[src/rtl/reg_file_sb_if.sv]
// Decode/writeback bus of the register file: one write port, one reserve port,
// NUM_READ packed read ports and the READY status.
interface reg_file_sb_if #(
    parameter int DATA_WIDTH = 32,
    parameter int ADDR_WIDTH = 5,
    parameter int NUM_READ   = 2
) ();
    logic                           WRITE_ENABLE;
    logic [ADDR_WIDTH-1:0]          WRITE_ADDRESS;
    logic [DATA_WIDTH-1:0]          WRITE_DATA;
    logic                           RESERVE_ENABLE;
    logic [ADDR_WIDTH-1:0]          RESERVE_ADDRESS;
    logic [NUM_READ*ADDR_WIDTH-1:0] READ_ADDRESS;
    logic [NUM_READ*DATA_WIDTH-1:0] READ_DATA;
    logic [NUM_READ-1:0]            READ_BUSY;
    logic                           READY;

    modport master (
        output WRITE_ENABLE, WRITE_ADDRESS, WRITE_DATA,
        output RESERVE_ENABLE, RESERVE_ADDRESS, READ_ADDRESS,
        input  READ_DATA, READ_BUSY, READY
    );

    modport slave (
        input  WRITE_ENABLE, WRITE_ADDRESS, WRITE_DATA,
        input  RESERVE_ENABLE, RESERVE_ADDRESS, READ_ADDRESS,
        output READ_DATA, READ_BUSY, READY
    );
endinterface

[src/rtl/reg_file_sb.sv]
// Multi-port register file with write-to-read bypass, pending-write scoreboard
// and a one-entry-per-cycle clear engine started by reset.
module reg_file_sb #(
    parameter int DATA_WIDTH = 32,
    parameter int ADDR_WIDTH = 5,
    parameter int NUM_READ   = 2
) (
    input  logic           CLK,
    input  logic           RESET,
    reg_file_sb_if.slave   bus,
    output logic           state_dbg
);
    localparam int DEPTH = 2 ** ADDR_WIDTH;

    typedef enum logic {ST_CLEAR = 1'b0, ST_RUN = 1'b1} state_t;

    state_t                state_q, state_d;
    logic [ADDR_WIDTH-1:0] clr_idx_q, clr_idx_d;
    logic [DEPTH-1:0]      pending_q, pending_d;
    logic [DATA_WIDTH-1:0] mem_q [DEPTH];
    logic [DATA_WIDTH-1:0] mem_d [DEPTH];
    logic [ADDR_WIDTH-1:0] rd_addr [NUM_READ];

    always_ff @(posedge CLK) begin
        if (RESET) begin
            state_q   <= ST_CLEAR;
            clr_idx_q <= '0;
            pending_q <= '0;
            mem_q[0]  <= '0;
        end else begin
            state_q   <= state_d;
            clr_idx_q <= clr_idx_d;
            pending_q <= pending_d;
            mem_q     <= mem_d;
        end
    end

    always_comb begin
        state_d   = state_q;
        clr_idx_d = clr_idx_q;
        pending_d = pending_q;
        mem_d     = mem_q;
        case (state_q)
            ST_CLEAR: begin
                mem_d[clr_idx_q] = '0;
                clr_idx_d        = clr_idx_q + ADDR_WIDTH'(1);
                if (clr_idx_q == ADDR_WIDTH'(DEPTH - 1)) state_d = ST_RUN;
            end
            default: begin
                if (bus.WRITE_ENABLE && bus.WRITE_ADDRESS != '0) begin
                    mem_d[bus.WRITE_ADDRESS]     = bus.WRITE_DATA;
                    pending_d[bus.WRITE_ADDRESS] = 1'b0;
                end
                // Applied after the write: a same-cycle reserve is a newer producer.
                if (bus.RESERVE_ENABLE && bus.RESERVE_ADDRESS != '0)
                    pending_d[bus.RESERVE_ADDRESS] = 1'b1;
            end
        endcase
    end

    always_comb begin
        for (int i = 0; i < NUM_READ; i++)
            rd_addr[i] = bus.READ_ADDRESS[i*ADDR_WIDTH +: ADDR_WIDTH];
    end

    always_comb begin
        bus.READ_DATA = '0;
        bus.READ_BUSY = '0;
        for (int i = 0; i < NUM_READ; i++) begin
            if (state_q == ST_RUN && rd_addr[i] != '0) begin
                if (bus.WRITE_ENABLE && bus.WRITE_ADDRESS == rd_addr[i]) begin
                    bus.READ_DATA[i*DATA_WIDTH +: DATA_WIDTH] = bus.WRITE_DATA;
                end else begin
                    bus.READ_DATA[i*DATA_WIDTH +: DATA_WIDTH] = mem_q[rd_addr[i]];
                    bus.READ_BUSY[i] = pending_q[rd_addr[i]];
                end
            end
        end
    end

    assign bus.READY = (state_q == ST_RUN);
    assign state_dbg = state_q;
endmodule

[src/flat_wrapper.sv]
// flat-port wrapper written by rule: the top's interface ports become plain ports
module reg_file_sb_flat 
#(
    parameter int DATA_WIDTH = 32,
    parameter int ADDR_WIDTH = 5,
    parameter int NUM_READ   = 2
)
  (CLK, RESET, state_dbg, bus_WRITE_ENABLE, bus_WRITE_ADDRESS, bus_WRITE_DATA, bus_RESERVE_ENABLE, bus_RESERVE_ADDRESS, bus_READ_ADDRESS, bus_READ_DATA, bus_READ_BUSY, bus_READY);
  reg_file_sb_if #(.DATA_WIDTH(DATA_WIDTH), .ADDR_WIDTH(ADDR_WIDTH), .NUM_READ(NUM_READ)) bus_i ();
  input  logic CLK;
  input  logic RESET;
  output logic state_dbg;
  input wire logic [$bits(bus_i.WRITE_ENABLE)-1:0] bus_WRITE_ENABLE;
  input wire logic [$bits(bus_i.WRITE_ADDRESS)-1:0] bus_WRITE_ADDRESS;
  input wire logic [$bits(bus_i.WRITE_DATA)-1:0] bus_WRITE_DATA;
  input wire logic [$bits(bus_i.RESERVE_ENABLE)-1:0] bus_RESERVE_ENABLE;
  input wire logic [$bits(bus_i.RESERVE_ADDRESS)-1:0] bus_RESERVE_ADDRESS;
  input wire logic [$bits(bus_i.READ_ADDRESS)-1:0] bus_READ_ADDRESS;
  output wire logic [$bits(bus_i.READ_DATA)-1:0] bus_READ_DATA;
  output wire logic [$bits(bus_i.READ_BUSY)-1:0] bus_READ_BUSY;
  output wire logic [$bits(bus_i.READY)-1:0] bus_READY;
  assign bus_i.WRITE_ENABLE = bus_WRITE_ENABLE;
  assign bus_i.WRITE_ADDRESS = bus_WRITE_ADDRESS;
  assign bus_i.WRITE_DATA = bus_WRITE_DATA;
  assign bus_i.RESERVE_ENABLE = bus_RESERVE_ENABLE;
  assign bus_i.RESERVE_ADDRESS = bus_RESERVE_ADDRESS;
  assign bus_i.READ_ADDRESS = bus_READ_ADDRESS;
  assign bus_READ_DATA = bus_i.READ_DATA;
  assign bus_READ_BUSY = bus_i.READ_BUSY;
  assign bus_READY = bus_i.READY;
  reg_file_sb #(.DATA_WIDTH(DATA_WIDTH), .ADDR_WIDTH(ADDR_WIDTH), .NUM_READ(NUM_READ)) u_core (.CLK(CLK), .RESET(RESET), .bus(bus_i), .state_dbg(state_dbg));
endmodule
[config.mk]
export PLATFORM = sky130hd
export DESIGN_NAME = reg_file_sb_flat
export DESIGN_NICKNAME = d
export VERILOG_FILES = /design/src/rtl/reg_file_sb_if.sv /design/src/rtl/reg_file_sb.sv /design/src/flat_wrapper.sv
export SDC_FILE = /design/constraint.sdc
export NUM_CORES = 2
export LEC_CHECK = 0
export CAP_MARGIN = 20
export CORE_ASPECT_RATIO = 0.5
export CORE_MARGIN = 3
export CORE_UTILIZATION = 35
export DETAILED_ROUTE_END_ITERATION = 10
export PLACE_DENSITY = 0.47
export SLEW_MARGIN = 15
export SYNTH_ARGS = -nofsm -noshare
export SYNTH_HDL_FRONTEND = slang
export SYNTH_SLANG_ARGS = --single-unit
export TNS_END_PERCENT = 30
[constraint.sdc]
create_clock -name CLK -period 5.5 [get_ports CLK]
set_input_delay 1.375 -clock CLK [delete_from_list [all_inputs] [get_ports CLK]]
set_output_delay 1.375 -clock CLK [all_outputs]
set_load 0.05 [all_outputs]
==> reports/qor.txt <==
cell area after synthesis - 0.0604 mm²
via count - 50758
failing checks - setup timing
CP delay by family, top - compound AO/OA/AOI/OAI gates
Final WS setup - -0.0294 ns
Place WS - -0.00170 ns
worst-skew pair later-pin latency - 0.78 ns
clock sinks - 1062
setup violators final - 1
post-synthesis mux area share - 19.2%
adder-cell share of the synthesized area - 0.104%
Pre-antenna DRT Iters - 7
post-layout minimum cycle time - 5.53 ns
simple-gate share of the synthesized area - 7.80%
Clock Path Buffers - 3
Multi-input gate area - 0.0276 mm²
Worst Path Buf+Inv - 5
GPL Wtd Cong - 0.933
synth top area cells - edfxtp_1 49%, mux4_2 13%, o21ai_0 9.3%
FFs w/ async S/R, synth - 0%
Required @ worst endpoint - 4.12 ns
initial antenna violation count - 18
pwr dens - 289 mW/mm²
reg-to-reg setup timing slack - 1.87 ns
most common cell in the synthesized netlist - o21ai_0
number of cells after detailed placement - 7565
Final Instance Area - 0.0706 mm²
max incr delay on CP - 0.70 ns
Root Buffer - clkbuf_16
Reg area - 0.0312 mm²
startpoint types - input pin
H-tree depth reported by CTS - 3
Max Cap Viol - 0
Worst slew margin - 24.0%
Row Count - 107
vias in the first global route - 48131
main combinational cell family by area after synthesis - multiplexers
CP max stage cell - a21oi_1
first-pass GRT wire length - 384000 µm
drt total wl - 278000 µm
GRT Resource Usage Total - 30.3%
Worst EP arrival - 4.15 ns
fin crit share - 101%
RSZ-0062 raised after global routing - yes
critical path class - in -> out
Net Sw Power - 5.48 mW
area leader, netlist - edfxtp_1
synth warn - 0
placed cell areas - 0.0668 mm²
fmax - 181 MHz
initial DRC count - 7974
Setup TNS Final - -0.0294 ns
critical path endpoint category - primary output
Congestion Overflow GR - 0
Slew Limit Fails - 0
Filler Cell Count - 16162
Clock Power Share - 39.0%
area of the core - 0.171 mm²
Syn-to-layout area delta - 16.9%
Starting Density - 35.3%
reg2reg path depth - 5
top cells by count, synth - 1123 x o21ai_0, 1094 x nand2_1, 992 x edfxtp_1, 393 x mux2i_1, 365 x clkbuf_1
Int Power - 14.9 mW
Main synth FF type - edfxtp_1
total power - 20.4 mW
Antenna Nets Post-Route - 0
status - finished, violations left
CP Cell Sequence - clkdlybuf4s50_1 -> buf_12 -> nor2b_4 -> buf_12 -> a221oi_1 -> buf_4 -> o21ai_0 -> a21oi_1 -> a211o_1 -> buf_4
Hold Crit Depth - 1
Yosys cell types - 51
Syn Nets - 5392
register area share after synthesis - 51.7%
final hold vios - 0
clock skew - 0.0204 ns
switch share - 26.9%
largest net degree at the start of global routing - 57
Combinational Power Share - 13.2%
Hold WC Path Type - reg -> reg
actual slew at the worst max-slew pin - 1.14 ns
Vias/cell - 6.53
Worst path depth - 10
Top-Level Pins - 124
post-synth top area share - 49.3%
Synth Area per Inst - 11.3 µm²
Syn Inst Count - 5331
share of post-route cells with drive strength above 1 - 19.3%
WL/cell - 35.8 µm
nets - 5449
crit path max fanout - 53
hpwl dp - 170000 µm
# port buffers - 123
peak supply drop - 0.268 mV
register share of total power - 47.8%
Residual DRC - 0
compound-cell area share of the yosys netlist - 16.8%
Layout Cells excl Fill - 7776
Total Die Area - 0.178 mm²
leakage - 26.6 nW
die width - 593 µm
CTS buffer count - 109
xor-xnor portion of the synthesized cell area - 0.189%
Post-CTS Repair Setup Buffers - 0
Die Ht - 300 µm
Synth Register Bits - 1062
EDFF count, synth - 992
CTS tree - built
clock-pin slew on the worst setup and hold paths - 0.06 ns
what timing repair did:
| item | CTS | global route |
|---|---|---|
| endpoints found under the setup margin | 1 | 12 |
| hold buffers | 0 | 0 |
| resized for setup | 1 | 9 |
| hold endpoints to repair | 0 | 0 |
area by class of cell:
type                            instances  area share (%)
Inverter                                9          0.0514
Clock buffer                          148            4.23
Antenna cell                            3          0.0106
Sequential cell                      1062            44.2
Clock inverter                         59           0.973
Multi-Input combinational cell       3711            39.0
Tap cell                             2289            4.06
Timing Repair Buffer                  495            7.43
metal layers:
metal | GRT usage, % | vias to the layer above | share of wire, %
li1 | - | 20590 | -
met1 | 42.7 | 25910 | 41
met2 | 43.4 | 3692 | 42
met3 | 9.54 | 560 | 13
met4 | 11.2 | 6 | 3.9
met5 | 0 | - | 0.016
cell usage in the layout (no fill, tap or decap), types with 22 or more instances in the layout:
cell	synthesis	layout
nand2_1	1094	1077
o21ai_1	27	27
clkdlybuf4s50_1	0	50
nor2_1	27	22
mux4_2	339	339
o21ai_0	1123	1122
clkbuf_1	365	30
buf_12	1	108
a21oi_4	0	46
dfxtp_1	70	68
mux2i_1	393	393
a211o_1	62	62
a21oi_1	201	146
clkinv_2	0	22
a221oi_1	190	190
a22oi_1	127	127
and2_1	34	34
clkbuf_16	0	111
edfxtp_1	992	992
buf_4	39	326
worst paths after layout:
kind | start | endpoint
hold reg to reg | u_core.mem_q[1001] | u_core.mem_q[1001]
hold / removal | u_core.mem_q[1001] | u_core.mem_q[1001]
setup / recovery | bus_READ_ADDRESS[2] | bus_READ_DATA[2]
setup reg to reg | u_core.bus.READY | u_core.mem_q[561]
power groups by stage:
stage	clock network (mW)	logic (mW)	registers (mW)
floorplan	0	1.57	9.80
global placement	0	2.62	9.86
detailed placement	0	2.64	9.90
CTS	8.04	2.65	9.73
global route	8.33	2.83	9.79
finish	7.95	2.70	9.75
per-stage QoR:
stage	utilization, %	hold slack [ns]
after floorplan	-	0.443
after global placement	39.1	0.456
after detailed placement	39.1	0.466
after CTS	41.3	0.485
after global routing	41.3	0.499
final	41.3	0.487
worst register-to-register path, stage by stage (launching register included):
cell and delay, ns:
dfxtp_4 0.74, buf_4 0.78, buf_4 0.49, nand2_1 0.66, buf_4 0.48, o21ai_0 0.28
sequential cells by signal, summed over array words and instances, names as in the netlist:
signal and count:
u_core.bus.READY 1, u_core.mem_q 1024, u_core.clr_idx_q 5, u_core.pending_q 32
kinds of logic (layout without fill, tap and decap cells):
| logic type | Yosys count | in the layout |
|---|---|---|
| fa+ha+maj | 5 | 5 |
| simple gates | 1201 | 1201 |
| xor+xnor | 13 | 13 |
| compound gates | 1760 | 1760 |
| other cells | 0 | 3 |
| flops | 1062 | 1062 |
| buf+inv | 558 | 711 |
| mux | 732 | 732 |
(Power assumes the default switching activity.)
